**src/rtl/gate_sequencer_if.sv**
```systemverilog
// Host/load and WaveGen-facing signal bundle for the gate sequencer.
// The master side is the host that writes the note table and controls Run.
// The slave side is the sequencer, which drives the gate pulses and pitch.
interface gate_sequencer_if #(
    parameter int WAVE_DEPTH     = 8,
    parameter int STEP_ADDR_BITS = 3,
    parameter int DUR_BITS       = 8
);
    // Host control and table load port
    logic                      Run;
    logic                      Load;
    logic [STEP_ADDR_BITS-1:0] LoadAddr;
    logic [WAVE_DEPTH-1:0]     LoadIncr;
    logic [DUR_BITS-1:0]       LoadOn;
    logic [DUR_BITS-1:0]       LoadOff;
    logic                      LoadLast;

    // Gate/pitch outputs toward the WaveGen bank plus status
    logic                      GateOpen;
    logic                      GateClose;
    logic [WAVE_DEPTH-1:0]     Incr;
    logic [STEP_ADDR_BITS-1:0] Step;
    logic                      Busy;

    modport master (
        output Run, Load, LoadAddr, LoadIncr, LoadOn, LoadOff, LoadLast,
        input  GateOpen, GateClose, Incr, Step, Busy
    );

    modport slave (
        input  Run, Load, LoadAddr, LoadIncr, LoadOn, LoadOff, LoadLast,
        output GateOpen, GateClose, Incr, Step, Busy
    );
endinterface

```
**src/rtl/gate_sequencer.sv**
```systemverilog
// Programmable gate/pitch step sequencer.
// Plays a table of notes (pitch increment, on-time, off-time, last flag) in
// order, looping, and emits one-cycle GateOpen/GateClose pulses for WaveGen.
// All outputs are registered: they are decoded from the next state and
// loaded on the same edge the FSM moves, so they line up with the state.
module gate_sequencer #(
    parameter int WAVE_DEPTH     = 8,
    parameter int NUM_STEPS      = 8,
    parameter int STEP_ADDR_BITS = 3,
    parameter int DUR_BITS       = 8
) (
    input  logic            Clock,
    input  logic            Reset,
    gate_sequencer_if.slave bus
);

    typedef enum logic [2:0] {
        S_IDLE  = 3'd0,
        S_OPEN  = 3'd1,
        S_HOLD  = 3'd2,
        S_CLOSE = 3'd3,
        S_REST  = 3'd4
    } state_t;

    typedef struct packed {
        logic [WAVE_DEPTH-1:0] incr;
        logic [DUR_BITS-1:0]   on_len;
        logic [DUR_BITS-1:0]   off_len;
        logic                  last;
    } entry_t;

    localparam logic [STEP_ADDR_BITS-1:0] STEP_ZERO = STEP_ADDR_BITS'(0);
    localparam logic [STEP_ADDR_BITS-1:0] STEP_ONE  = STEP_ADDR_BITS'(1);
    localparam logic [STEP_ADDR_BITS-1:0] STEP_MAX  = STEP_ADDR_BITS'(NUM_STEPS - 1);
    localparam logic [DUR_BITS-1:0]       DUR_ZERO  = DUR_BITS'(0);
    localparam logic [DUR_BITS-1:0]       DUR_ONE   = DUR_BITS'(1);

    // Note table
    entry_t                    tbl_q [NUM_STEPS];

    // FSM and sequencing state
    state_t                    state_q, state_d;
    logic [STEP_ADDR_BITS-1:0] step_q, step_d;
    logic [DUR_BITS-1:0]       cnt_q, cnt_d;

    // Fields of the note currently playing, captured when it opens
    logic [WAVE_DEPTH-1:0]     incr_q, incr_d;
    logic [DUR_BITS-1:0]       on_len_q, on_len_d;
    logic [DUR_BITS-1:0]       off_len_q, off_len_d;
    logic                      last_q, last_d;

    // Registered pulse/status outputs
    logic                      gate_open_q, gate_open_d;
    logic                      gate_close_q, gate_close_d;
    logic                      busy_q, busy_d;

    entry_t                    rd_entry_s;

    // Next-state logic: note timing, step advance and Run handling
    always_comb begin
        state_d = state_q;
        step_d  = step_q;
        cnt_d   = cnt_q;
        case (state_q)
            S_IDLE: begin
                if (bus.Run) begin
                    state_d = S_OPEN;
                end else begin
                    state_d = S_IDLE;
                end
            end
            S_OPEN: begin
                // Run is ignored until the note has closed
                if (on_len_q != DUR_ZERO) begin
                    state_d = S_HOLD;
                    cnt_d   = on_len_q;
                end else begin
                    state_d = S_CLOSE;
                end
            end
            S_HOLD: begin
                // cnt_q counts On..1, so HOLD lasts exactly On cycles
                if (cnt_q == DUR_ONE) begin
                    state_d = S_CLOSE;
                end else begin
                    cnt_d = cnt_q - DUR_ONE;
                end
            end
            S_CLOSE: begin
                if (last_q || (step_q == STEP_MAX)) begin
                    step_d = STEP_ZERO;
                end else begin
                    step_d = step_q + STEP_ONE;
                end
                if (!bus.Run) begin
                    state_d = S_IDLE;
                    step_d  = STEP_ZERO;
                end else if (off_len_q != DUR_ZERO) begin
                    state_d = S_REST;
                    cnt_d   = off_len_q;
                end else begin
                    state_d = S_OPEN;
                end
            end
            S_REST: begin
                if (!bus.Run) begin
                    state_d = S_IDLE;
                    step_d  = STEP_ZERO;
                end else if (cnt_q == DUR_ONE) begin
                    state_d = S_OPEN;
                end else begin
                    cnt_d = cnt_q - DUR_ONE;
                end
            end
            default: begin
                state_d = S_IDLE;
                step_d  = STEP_ZERO;
                cnt_d   = DUR_ZERO;
            end
        endcase
    end

    // Capture the entry for the note about to open; table read happens before any same-edge write
    always_comb begin
        rd_entry_s = tbl_q[step_d];
        if (state_d == S_OPEN) begin
            incr_d    = rd_entry_s.incr;
            on_len_d  = rd_entry_s.on_len;
            off_len_d = rd_entry_s.off_len;
            last_d    = rd_entry_s.last;
        end else begin
            incr_d    = incr_q;
            on_len_d  = on_len_q;
            off_len_d = off_len_q;
            last_d    = last_q;
        end
    end

    // Output decode from the next state, so the registered pulses coincide with OPEN/CLOSE
    always_comb begin
        gate_open_d  = (state_d == S_OPEN);
        gate_close_d = (state_d == S_CLOSE);
        busy_d       = (state_d != S_IDLE);
    end

    // FSM, counters, captured note fields and outputs
    always_ff @(posedge Clock) begin
        if (!Reset) begin
            state_q      <= S_IDLE;
            step_q       <= STEP_ZERO;
            cnt_q        <= DUR_ZERO;
            incr_q       <= '0;
            on_len_q     <= DUR_ZERO;
            off_len_q    <= DUR_ZERO;
            last_q       <= 1'b0;
            gate_open_q  <= 1'b0;
            gate_close_q <= 1'b0;
            busy_q       <= 1'b0;
        end else begin
            state_q      <= state_d;
            step_q       <= step_d;
            cnt_q        <= cnt_d;
            incr_q       <= incr_d;
            on_len_q     <= on_len_d;
            off_len_q    <= off_len_d;
            last_q       <= last_d;
            gate_open_q  <= gate_open_d;
            gate_close_q <= gate_close_d;
            busy_q       <= busy_d;
        end
    end

    // Note table: cleared on reset, one host write per cycle in any state
    always_ff @(posedge Clock) begin
        if (!Reset) begin
            for (int i = 0; i < NUM_STEPS; i++) begin
                tbl_q[i] <= '0;
            end
        end else if (bus.Load) begin
            tbl_q[bus.LoadAddr] <= {bus.LoadIncr, bus.LoadOn, bus.LoadOff, bus.LoadLast};
        end
    end

    assign bus.GateOpen  = gate_open_q;
    assign bus.GateClose = gate_close_q;
    assign bus.Incr      = incr_q;
    assign bus.Step      = step_q;
    assign bus.Busy      = busy_q;

endmodule
```
**src/flat_wrapper.sv**
```systemverilog
// flat-port wrapper written by rule: the top's interface ports become plain ports
module gate_sequencer_flat 
#(
    parameter int WAVE_DEPTH     = 8,
    parameter int NUM_STEPS      = 8,
    parameter int STEP_ADDR_BITS = 3,
    parameter int DUR_BITS       = 8
)
  (Clock, Reset, bus_Run, bus_Load, bus_LoadAddr, bus_LoadIncr, bus_LoadOn, bus_LoadOff, bus_LoadLast, bus_GateOpen, bus_GateClose, bus_Incr, bus_Step, bus_Busy);
  gate_sequencer_if #(.WAVE_DEPTH(WAVE_DEPTH), .STEP_ADDR_BITS(STEP_ADDR_BITS), .DUR_BITS(DUR_BITS)) bus_i ();
  input  logic Clock;
  input  logic Reset;
  input wire logic [$bits(bus_i.Run)-1:0] bus_Run;
  input wire logic [$bits(bus_i.Load)-1:0] bus_Load;
  input wire logic [$bits(bus_i.LoadAddr)-1:0] bus_LoadAddr;
  input wire logic [$bits(bus_i.LoadIncr)-1:0] bus_LoadIncr;
  input wire logic [$bits(bus_i.LoadOn)-1:0] bus_LoadOn;
  input wire logic [$bits(bus_i.LoadOff)-1:0] bus_LoadOff;
  input wire logic [$bits(bus_i.LoadLast)-1:0] bus_LoadLast;
  output wire logic [$bits(bus_i.GateOpen)-1:0] bus_GateOpen;
  output wire logic [$bits(bus_i.GateClose)-1:0] bus_GateClose;
  output wire logic [$bits(bus_i.Incr)-1:0] bus_Incr;
  output wire logic [$bits(bus_i.Step)-1:0] bus_Step;
  output wire logic [$bits(bus_i.Busy)-1:0] bus_Busy;
  assign bus_i.Run = bus_Run;
  assign bus_i.Load = bus_Load;
  assign bus_i.LoadAddr = bus_LoadAddr;
  assign bus_i.LoadIncr = bus_LoadIncr;
  assign bus_i.LoadOn = bus_LoadOn;
  assign bus_i.LoadOff = bus_LoadOff;
  assign bus_i.LoadLast = bus_LoadLast;
  assign bus_GateOpen = bus_i.GateOpen;
  assign bus_GateClose = bus_i.GateClose;
  assign bus_Incr = bus_i.Incr;
  assign bus_Step = bus_i.Step;
  assign bus_Busy = bus_i.Busy;
  gate_sequencer #(.WAVE_DEPTH(WAVE_DEPTH), .NUM_STEPS(NUM_STEPS), .STEP_ADDR_BITS(STEP_ADDR_BITS), .DUR_BITS(DUR_BITS)) u_core (.Clock(Clock), .Reset(Reset), .bus(bus_i));
endmodule
```
**config.mk**
```make
export PLATFORM = sky130hd
export DESIGN_NAME = gate_sequencer_flat
export DESIGN_NICKNAME = d
export VERILOG_FILES = /design/src/rtl/gate_sequencer_if.sv /design/src/rtl/gate_sequencer.sv /design/src/flat_wrapper.sv
export SDC_FILE = /design/constraint.sdc
export NUM_CORES = 1
export LEC_CHECK = 0
export BUFFER_PORTS_ARGS = -buffer_cell sky130_fd_sc_hd__buf_4
export CORE_MARGIN = 4
export CORE_UTILIZATION = 60
export CTS_BUF_LIST = sky130_fd_sc_hd__clkbuf_16
export DETAILED_ROUTE_END_ITERATION = 8
export HOLD_SLACK_MARGIN = 0.15
export PLACE_DENSITY = 0.78
export SETUP_SLACK_MARGIN = 0.02
export SYNTH_ARGS = -nofsm -noshare
export SYNTH_HDL_FRONTEND = slang
export SYNTH_SLANG_ARGS = --single-unit
```
**constraint.sdc**
```tcl
create_clock -name Clock -period 6.9 [get_ports Clock]
set_clock_uncertainty 0.1 [all_clocks]
set_input_delay 1.38 -clock Clock [delete_from_list [all_inputs] [get_ports Clock]]
set_output_delay 1.38 -clock Clock [all_outputs]
set_load 0.005 [all_outputs]
```
==> results of run 1 <==
==> placed cells by master, fill, tap and decap left out, drive strengths merged, types with 9 or more instances in the layout <==
cell	instances
and2	201
edfxtp	200
mux2i	102
nor2	90
buf	66
dfxtp	42
o21ai	40
o22ai	32
clkbuf	27
o31a	23
nand2	17
inv	15
a21oi	15
clkinv	12
nand3	9
==> Yosys cell counts (3+ instances only) <==
cell type / n
nand2_1: 17
and2_1: 201
a21oi_1: 13
inv_1: 7
nand3b_1: 3
mux2i_1: 102
o31a_1: 23
o22a_1: 4
xnor2_1: 3
xor2_1: 3
nor4_1: 4
buf_6: 9
clkbuf_1: 27
o21a_1: 3
nor3_1: 8
nand2b_1: 5
ha_1: 4
dfxtp_1: 42
o21ai_0: 16
o211ai_1: 3
edfxtp_1: 200
o22ai_1: 32
buf_2: 13
nand3_1: 8
nor2_1: 90
o21ai_1: 23
==> routing by layer <==
layer,part of all wire (%),vias to the layer above,wire length [um]
met5,0,-,0
met4,3.2,0,850
met3,7.4,66,1950
met2,47,284,12500
met1,42,3604,11200
li1,-,3358,-
==> flip-flops by register name, indices dropped and copies added, names as in the netlist <==
signal	count
u_core.bus.Incr	8
u_core.last_q	1
u_core.bus.Busy	1
u_core.bus.Step	3
u_core.on_len_q	8
u_core.bus.GateClose	1
u_core.off_len_q	8
u_core.state_q	3
u_core.tbl_q	200
u_core.bus.GateOpen	1
u_core.cnt_q	8
==> stage by stage <==
stage               utilization [%]  worst slack, ns
floorplan                         -             2.65
global placement               64.7             2.72
detailed placement             64.7             2.64
CTS                            69.1             3.13
global route                   69.1             2.90
finish                         69.1             3.11
==> cells by family (layout without fill, tap and decap cells) <==
| family | after synthesis | in the layout |
|---|---|---|
| buffers and inverters | 59 | 123 |
| flip-flops | 242 | 242 |
| AO/OA/AOI/OAI | 132 | 132 |
| XOR/XNOR | 6 | 6 |
| AND/OR/NAND/NOR | 354 | 354 |
| adder cells (fa/ha/maj) | 4 | 4 |
| multiplexers | 104 | 104 |
==> area by class of cell <==
type                            count  share of cell area [%]
Tap cell                          229                    2.28
Clock inverter                     21                   0.938
Timing Repair Buffer               66                    3.95
Inverter                            9                   0.269
Clock buffer                       27                    5.39
Multi-Input combinational cell    600                    32.6
Sequential cell                   242                    54.6
==> critical path: stages, from the launching register on <==
cell,delay [ns]
dfxtp_1,0.97
a21oi_2,0.26
nor3b_2,0.39
or2_2,0.69
buf_4,0.58
mux2i_1,0.28
nor2_1,0.08
o31a_1,0.29
==> where the power goes <==
| group | internal, uW | switching [uW] | leakage (uW) | total (uW) |
|---|---|---|---|---|
| logic | 138 | 205 | 0.00211 | 343 |
| clock network | 740 | 546 | 0.000411 | 1290 |
| registers | 1690 | 58.8 | 0.00226 | 1740 |
| total | 2560 | 810 | 0.00478 | 3370 |
==> final timing paths <==
kind | endpoint | slack (ns) | cells after the start | from
setup / recovery | u_core.on_len_q[3]$_SDFFE_PN0N_ | 3.11 | 7 | u_core.state_q[1]$_SDFF_PN0_
hold / removal | u_core.bus.Incr[7]$_SDFFE_PN0N_ | 0.38 | 2 | u_core.bus.Incr[7]$_SDFFE_PN0N_
setup reg to reg | u_core.on_len_q[3]$_SDFFE_PN0N_ | 3.11 | 7 | u_core.state_q[1]$_SDFF_PN0_
hold reg to reg | u_core.bus.Incr[7]$_SDFFE_PN0N_ | 0.38 | 2 | u_core.bus.Incr[7]$_SDFFE_PN0N_
==> run metrics, run 1 <==
DIE HEIGHT 144 um; area leader, netlist edfxtp_1; drt drc 0; Setup TNS 0 ns; Most Crowded Layer GR met2; antenna violations before repair 0; XOR/XNOR Fraction of Synth Area 0.470%; Port Buffers 45; Pins Over Slew Limit 0; Final Power 3370 uW; Final Instance Count excl. Fillers 1194; pin count of the biggest net entering global routing 47; Multi-input gate area 4090 um2; Mapped Avg Cell Area 12.4 um2; Adder-Cell Fraction of Synth Area 0.448%; largest family of logic cells by synthesized area simple AND/OR/NAND/NOR gates; mux contribution to synthesized area 9.34%; iteration count of the initial detailed-routing pass 5; Sink Count 242; dominant cells by area after synthesis edfxtp_1 (54%), and2_1 (11%), mux2i_1 (9.1%), dfxtp_1 (7.5%), nor2_1 (3.0%); crit path launch type flop; Final HPWL DP 15200 um; via/cell ratio 6.12; power density over the cells 269 nW/um2; Final Setup Violations 0; Crit path arrival time 4.10 ns; Max FO, Critical Path 29; CTS max path bufs 3; Seq cells post-synth 242; Hold Buf Count CTS 0; Die W 144 um; Yosys Warn Count 0; post_cts resized 0; met3 Track Usage GR 3.57%; post-route cell area 12500 um2; wire per inst 22.1 um; Synth top area share 53.8%; CTS Buf Count 26; Hold Crit Class flop to flop; Initial Utilization 61.6%; Iteration-0 DRC Markers 714; Synth Flop Type edfxtp_1; CP Data Required Time 7.21 ns; post-synthesis compound-gate area fraction 7.97%; Hold Violations, Final 0; Seq/Total Area, Yosys 61.3%; Mapped Cells 901; simple-gate share of the synthesized area 17.7%; status finished, final reports clean; antenna-violating nets left 0; clock transition at the registers of the reported paths 0.06 ns; leakage 0.00478 uW; Post-synth EDFFs 200; CTS Root Cell clkbuf_16; gr ovfl total 0; WHS 0.379 ns; M2 GR Usage 40.9%; Core Rows 49; RD Place Congestion 0.868; CTS tree built; insertion delay to the later sink of the worst-skew pair 0.52 ns; Placed Cells 1146; Core ar. 18100 um2; Antenna Cells 0; fill cell count 1264; f_max 0.264 GHz; H-tree depth 1; Max VDD drop 245 uV; Syn-to-layout area delta 12.2%; minimum clock period 3.79 ns; Setup CP Type flop to flop; die area 20900 um2; Max-slew headroom 17.3%; met1 Usage GRT 35.9%; Reg area 6850 um2; number of global-route vias before repair 6906; Worst setup EP type flop; syn_nets 937; Placed Area 11700 um2; mapped cell area 11200 um2; Final nets 981; fraction of layout instances using a drive strength above 1 13.7%; maxcap violations 0; Yosys cell types 54; Post-synth ARST share 0%; part of the cycle the worst path needs 54.9%; setup bufs post-CTS 0; overall routed net length 26400 um; first-pass GRT wire length 39800 um; # IOs 46; vias 7312; Worst Tran Pin Value 1.24 ns; Total Routing Usage GR 25.4%; RSZ-0062 raised after global routing false
Power figures use the tool's default switching activity.
==> run 2: changes to the inputs <==
--- a/config.mk
+++ b/config.mk
@@ -5,6 +5,7 @@
 export SDC_FILE = /design/constraint.sdc
 export NUM_CORES = 1
 export LEC_CHECK = 0
+export ABC_AREA = 1
 export BUFFER_PORTS_ARGS = -buffer_cell sky130_fd_sc_hd__buf_4
 export CORE_MARGIN = 4
 export CORE_UTILIZATION = 60
==> constraint.sdc (replaced) <==
create_clock -name Clock -period 3.5 [get_ports Clock]
set_clock_uncertainty 0.1 [all_clocks]
set_input_delay 0.7 -clock Clock [delete_from_list [all_inputs] [get_ports Clock]]
set_output_delay 0.7 -clock Clock [all_outputs]
set_load 0.005 [all_outputs]
==> run metrics, run 2 <==
Mapped Cells 1198 (was 901); Largest Register u_core.tbl_q (unchanged); CP Data Required Time 3.87 ns (was 7.21 ns); Crit path arrival time 3.25 ns (was 4.10 ns); number of global-route vias before repair 8796 (was 6906); Seq/Total Area, Yosys 61.1% (was 61.3%); WP buf/inv 3 (was 1); most frequent cell after synthesis nor2_1 (was and2_1); drt drc 0 (unchanged); Post-synth ARST share 0% (unchanged); fill cell count 1387 (was 1264); Max VDD drop 400 uV (was 245 uV); via/cell ratio 6.28 (was 6.12); Hold Crit Class flop to flop (unchanged); fraction of layout instances using a drive strength above 1 10.8% (was 13.7%); crit path launch type flop (unchanged); DIE HEIGHT 145 um (was 144 um); Seq cells post-synth 242 (unchanged); Die W 145 um (was 144 um); CTS tree built (unchanged); insertion delay to the later sink of the worst-skew pair 0.53 ns (was 0.52 ns); Core ar. 18100 um2 (unchanged); CTS max path bufs 3 (unchanged); first-pass GRT wire length 47700 um (was 39800 um); most frequent CP cell nand3_1; f_max 0.347 GHz (was 0.264 GHz); Reg2Reg Depth 13 (was 7); part of the cycle the worst path needs 82.2% (was 54.9%); WHS Path Cells 2 (unchanged); iteration count of the initial detailed-routing pass 5 (unchanged); minimum clock period 2.88 ns (was 3.79 ns); Setup CP Type flop to flop (unchanged); CTS Buf Count 26 (unchanged); Total Routing Usage GR 29.5% (was 25.4%); CTS Root Cell clkbuf_16 (unchanged); status finished, final reports clean (unchanged); Worst Tran Pin Value 1.08 ns (was 1.24 ns); Port Buffers 45 (unchanged); most frequent cells in the layout nor2_1 (226), edfxtp_1 (200), nand3_1 (188) (was and2_1 (201), edfxtp_1 (200), mux2i_1 (102)); mapped cell area 11200 um2 (about the same); area leader, netlist edfxtp_1 (unchanged); power density over the cells 534 nW/um2 (was 269 nW/um2); setup bufs post-CTS 0 (unchanged); leakage 0.00512 uW (was 0.00478 uW); post_cts resized 0 (unchanged); Syn-to-layout area delta 12.9% (was 12.2%); clock transition at the registers of the reported paths 0.06 ns (about the same); Yosys cell types 29 (was 54); Yosys Warn Count 0 (unchanged); M2 GR Usage 48.1% (was 40.9%); Worst setup EP type flop (unchanged); Crit path depth 13 (was 7); Placement Setup Slack 0.730 ns (was 2.64 ns); Hold Buf Count CTS 0 (unchanged); syn_nets 1234 (was 937); RD Place Congestion 0.854 (was 0.868); Iteration-0 DRC Markers 1132 (was 714); commonest cells in the netlist nor2_1 (226), edfxtp_1 (200), nand3_1 (191), nand2_1 (178), nand4_1 (106) (was and2_1 (201), edfxtp_1 (200), mux2i_1 (102), nor2_1 (90), dfxtp_1 (42)); Initial Utilization 61.7% (was 61.6%); RSZ-0062 raised after global routing false (unchanged); H-tree depth 1 (unchanged); antenna violations before repair 0 (unchanged); # IOs 46 (unchanged); Antenna Cells 0 (unchanged); Setup WS post-layout 0.622 ns (was 3.11 ns); Final HPWL DP 17800 um (was 15200 um); Pins Over Slew Limit 0 (unchanged); Synth top area share 53.6% (was 53.8%); met1 Usage GRT 39.9% (was 35.9%); Setup TNS 0 ns (unchanged); die area 20900 um2 (about the same); Max FO, Critical Path 100 (was 29); Final nets 1254 (was 981); vias 9207 (was 7312); wire per inst 20.7 um (was 22.1 um); pin count of the biggest net entering global routing 101 (was 47); Sink Count 242 (unchanged); gr ovfl total 0 (unchanged); crit-path leading delay family simple AND/OR/NAND/NOR gates (unchanged); flip-flop count of the largest register after layout 200 (unchanged); Core Rows 49 (unchanged); Most Crowded Layer GR met2 (unchanged); antenna-violating nets left 0 (unchanged); Post-synth EDFFs 200 (unchanged); Mapped Avg Cell Area 9.35 um2 (was 12.4 um2); overall routed net length 30400 um (was 26400 um); maxcap violations 0 (unchanged); Max-slew headroom 27.8% (was 17.3%); Final Setup Violations 0 (unchanged); CP max stage cell buf_4 (was dfxtp_1); Hold Violations, Final 0 (unchanged); dominant cells by area after synthesis edfxtp_1 (54%), nand3_1 (8.5%), nor2_1 (7.6%), dfxtp_1 (7.5%), nand2_1 (6.0%) (was edfxtp_1 (54%), and2_1 (11%), mux2i_1 (9.1%), dfxtp_1 (7.5%), nor2_1 (3.0%)); CP cell instances ha_1 -> ha_1 -> inv_1 -> nand2_1 -> nor2_1 -> nand3_4 -> buf_4 -> nand4_1 -> nand3_1 -> nand3_1 -> nand3_1 -> nand2_1 -> inv_1 (was a21oi_2 -> nor3b_2 -> or2_2 -> buf_4 -> mux2i_1 -> nor2_1 -> o31a_1); CP peak stage delay 0.81 ns (was 0.97 ns); met3 Track Usage GR 5.75% (was 3.57%); Synth Flop Type edfxtp_1 (unchanged); commonest non-fill, non-tap cell in the layout nor2_1 (was and2_1)
[run 2: cell count changes after synthesis, moves of 27 or more]
cell / before / now
and2_1: 201 / 0
nand3_1: 8 / 191
nand2_1: 17 / 178
o22ai_1: 32 / 2
nor2_1: 90 / 226
inv_1: 7 / 88
nand4_1: 2 / 106
buf_2: 13 / 40
mux2i_1: 102 / 0
[run 2: worst paths after layout]
check,from,to,slack [ns]
worst min-delay path,u_core.cnt_q[1]$_SDFFE_PN0P_,u_core.cnt_q[1]$_SDFFE_PN0P_,0.38
worst max-delay path,u_core.bus.Step[0]$_SDFF_PN0_,u_core.bus.Incr[1]$_SDFFE_PN0N_,0.62
worst min register to register,u_core.cnt_q[1]$_SDFFE_PN0P_,u_core.cnt_q[1]$_SDFFE_PN0P_,0.38
worst max register to register,u_core.bus.Step[0]$_SDFF_PN0_,u_core.bus.Incr[1]$_SDFFE_PN0N_,0.62
[run 2: per-layer routing]
metal	routed length [um]	part of all wire, %
met4	1040	3.4
met3	3170	10
met2	14700	48
met5	0	0
met1	11500	38
[run 2: per-stage QoR]
stage          total power, uW  instances  hold WS, ns  cell area (um2)  utilization (%)
3_5_place_dp              4070       1419        0.370            11800             65.0
6_report                  6760       1467        0.378            12600             69.7
2_1_floorplan             3830       1198        0.354            11200                -
4_1_cts                   6760       1467        0.378            12600             69.7
3_3_place_gp              4050       1419        0.364            11800             65.0
5_1_grt                   6980       1467        0.402            12600             69.7
[run 2: kinds of logic after synthesis]
group                    count (synthesis)  synth area share (%)
AND/OR/NAND/NOR                        709                  28.5
flip-flops                             242                  61.1
buffers and inverters                  179                  6.61
AO/OA/AOI/OAI                           63                  3.21
adder cells (fa/ha/maj)                  4                 0.447
XOR/XNOR                                 1                0.0782
[run 2: tightest hold or removal path, cell delays in order (launching register included)]
cell     delay, ns
dfxtp_1       0.31
o21ai_0       0.06
a21oi_1       0.06
[run 2: layout make-up]
type                    instances  area [um2]  share of cell area [%]
clock inverters                21         175                    1.39
repair buffers                 79         656                    5.19
well taps                     229         287                    2.27
inverters                      92         345                    2.73
multi-input cells             777        3660                    28.9
flip-flops and latches        242        6850                    54.2
clock buffers                  27         676                    5.34
[run 2: power by group]
part	internal (uW)	switching, uW	total [uW]
Clock	1620	1110	2730
Combinational	212	431	643
Sequential	3310	73.7	3390
==> run 3: changes to the inputs <==
==> constraint.sdc (replaced) <==
create_clock -name Clock -period 2.7 [get_ports Clock]
set_clock_uncertainty 0.1 [all_clocks]
set_input_delay 0.54 -clock Clock [delete_from_list [all_inputs] [get_ports Clock]]
set_output_delay 0.54 -clock Clock [all_outputs]
set_load 0.005 [all_outputs]
==> run metrics, run 3 (synthesis gave the netlist of run 2 again) <==
routed wl met2 14100 um (was 14700 um); CP peak stage delay 0.37 ns (was 0.81 ns); fraction of layout instances using a drive strength above 1 10.4% (was 10.8%); Placed Area 11800 um2 (about the same); WHS Path Cells 3 (was 2); WHS 0.305 ns (was 0.378 ns); WL met3 3480 um (was 3170 um); Setup TNS 0 ns (unchanged); RD Place Congestion 0.849 (was 0.854); Crit path arrival time 2.64 ns (was 3.25 ns); antenna-violating nets left 0 (unchanged); commonest non-fill, non-tap cell in the layout nor2_1 (unchanged); post-route cell area 12600 um2 (about the same); Sink Count 242 (unchanged); hold path endpoint u_core.state_q[2]$_SDFF_PN0_ (was u_core.cnt_q[1]$_SDFFE_PN0P_); most frequent CP cell nand3_1 (unchanged); CTS tree built (unchanged); sw frac 24.0% (was 23.9%); Max FO, Critical Path 50 (was 100); Reg2Reg Depth 13 (unchanged); Initial Utilization 61.7% (unchanged); CTS Root Cell clkbuf_16 (unchanged); Final Setup Violations 0 (unchanged); Reg-to-Reg End u_core.bus.Incr[4]$_SDFFE_PN0N_ (was u_core.bus.Incr[1]$_SDFFE_PN0N_); leakage 0.00507 uW (was 0.00512 uW); most frequent cells in the layout nor2_1 (226), edfxtp_1 (200), nand3_1 (188) (unchanged); crit path launch type flop (unchanged); insertion delay to the later sink of the worst-skew pair 0.51 ns (was 0.53 ns); part of the cycle the worst path needs 86.1% (was 82.2%); iteration count of the initial detailed-routing pass 5 (unchanged); Hold Crit Class input pin to flop (was flop to flop); Iteration-0 DRC Markers 1162 (was 1132); overall routed net length 29900 um (was 30400 um); maxcap violations 0 (unchanged); minimum clock period 2.33 ns (was 2.88 ns); flip-flop count of the largest register after layout 200 (unchanged); sw power 1990 uW (was 1620 uW); Core Rows 49 (unchanged); Antenna Cells 0 (unchanged); combinational share of power 10.0% (was 9.5%); clock transition at the registers of the reported paths 0.06 ns (about the same); gr ovfl total 0 (unchanged); f_max 0.430 GHz (was 0.347 GHz); Pins Over Slew Limit 0 (unchanged); Final Power 8280 uW (was 6760 uW); Setup CP Type flop to flop (unchanged); CP max stage cell dfxtp_1 (was buf_4); Worst setup EP type flop (unchanged); pin count of the biggest net entering global routing 101 (unchanged); setup bufs post-CTS 0 (unchanged); CTS Buf Count 24 (was 26); power density over the cells 659 nW/um2 (was 534 nW/um2); final core occ 69.2% (was 69.7%); Final HPWL DP 16800 um (was 17800 um); Total Routing Usage GR 28.9% (was 29.5%); vias 9094 (was 9207); Syn-to-layout area delta 12.1% (was 12.9%); M1 WL 11500 um (about the same); CP Data Required Time 3.01 ns (was 3.87 ns); DIE HEIGHT 145 um (unchanged); first-pass GRT wire length 46800 um (was 47700 um); status finished, final reports clean (unchanged); Int Pwr 6290 uW (was 5140 uW); Worst Tran Pin Value 0.630 ns (was 1.08 ns); drt drc 0 (unchanged); clock power share 37.0% (was 40.3%); Hold Buf Count CTS 0 (unchanged); Reg power frac 53.0% (was 50.1%); CTS max path bufs 3 (unchanged); number of global-route vias before repair 8627 (was 8796); origin of the worst min-delay path bus_Run (was u_core.cnt_q[1]$_SDFFE_PN0P_); post_cts resized 0 (unchanged); antenna violations before repair 0 (unchanged); RSZ-0062 raised after global routing false (unchanged); H-tree depth 1 (unchanged); # IOs 46 (unchanged); via/cell ratio 6.21 (was 6.28); fill cell count 1395 (was 1387); Port Buffers 45 (unchanged); Largest Register u_core.tbl_q (unchanged); die area 20900 um2 (unchanged); Die W 145 um (unchanged); Max-slew headroom 57.7% (was 27.8%); Hold Violations, Final 0 (unchanged); R2R Setup Slk 0.37 ns (was 0.62 ns); wire per inst 20.4 um (was 20.7 um); Core ar. 18100 um2 (unchanged); CP cell instances ha_1 -> ha_1 -> nor2_1 -> nand3_1 -> nor2_1 -> a21oi_4 -> inv_2 -> buf_12 -> nand3_1 -> nand3_1 -> nand3_1 -> nand2_1 -> inv_1 (was ha_1 -> ha_1 -> inv_1 -> nand2_1 -> nor2_1 -> nand3_4 -> buf_4 -> nand4_1 -> nand3_1 -> nand3_1 -> nand3_1 -> nand2_1 -> inv_1); Final nets 1254 (unchanged); reg2reg start u_core.bus.Step[0]$_SDFF_PN0_ (unchanged); top sig layer met4 (unchanged); Max VDD drop 442 uV (was 400 uV)
[run 3: cell count changes in the layout (fill, tap and decap cells not counted)]
cell,change
clkinv_2,-6
clkinvlp_2,+2
clkinvlp_4,+1
clkinv_1,+4
clkbuf_16,-1
buf_12,+2
bufinv_16,-3
inv_8,-1
[run 3: metrics by stage]
| step | setup slack [ns] | std cells |
|---|---|---|
| 2_1_floorplan | 0.186 | 1198 |
| 3_3_place_gp | 0.484 | 1421 |
| 3_5_place_dp | 0.450 | 1421 |
| 4_1_cts | 0.407 | 1465 |
| 5_1_grt | 0.202 | 1465 |
| 6_report | 0.375 | 1465 |
[run 3: routing by layer]
layer,track usage [%],up-vias
met2,45.3,559
li1,-,4184
met1,41.3,4278
met5,0,-
met3,5.36,73
met4,9.67,0
[run 3: worst max-delay path by stage]
stage                                             start                          endpoint  slack (ns)
after floorplan                                   Reset  u_core.tbl_q[0][0]$_SDFFCE_PN0P_        0.19
after global placement    u_core.bus.Step[0]$_SDFF_PN0_   u_core.bus.Incr[4]$_SDFFE_PN0N_        0.48
after detailed placement  u_core.bus.Step[0]$_SDFF_PN0_   u_core.bus.Incr[0]$_SDFFE_PN0N_        0.45
after CTS                 u_core.bus.Step[0]$_SDFF_PN0_        u_core.last_q$_SDFFE_PN0N_        0.41
after global routing      u_core.bus.Step[0]$_SDFF_PN0_   u_core.bus.Incr[0]$_SDFFE_PN0N_        0.20
final                     u_core.bus.Step[0]$_SDFF_PN0_   u_core.bus.Incr[4]$_SDFFE_PN0N_        0.37
[run 3: area by class of cell]
| type | instances | area (um2) | share of cell area [%] |
|---|---|---|---|
| clock buffer | 26 | 651 | 5.18 |
| tap | 229 | 287 | 2.28 |
| timing repair buffer | 81 | 696 | 5.54 |
| multi-input combinational | 777 | 3660 | 29.1 |
| clock inverter | 18 | 76.3 | 0.608 |
| sequential | 242 | 6850 | 54.5 |
| inverter | 92 | 345 | 2.75 |
[run 3: power by group through the flow]
stage	clock (uW)	sequential, uW	combinational [uW]
6_report	3070	4390	828
3_5_place_dp	0	4460	810
4_1_cts	3080	4380	816
2_1_floorplan	0	4440	523
5_1_grt	3250	4400	919
3_3_place_gp	0	4450	792
[run 3: worst max-delay path: cells and delay by family (launching register included)]
family	cells	cell delay [ns]
flip-flops	1	0.37
adder cells (fa/ha/maj)	2	0.42
AND/OR/NAND/NOR	7	0.88
buffers and inverters	3	0.37
AO/OA/AOI/OAI	1	0.06
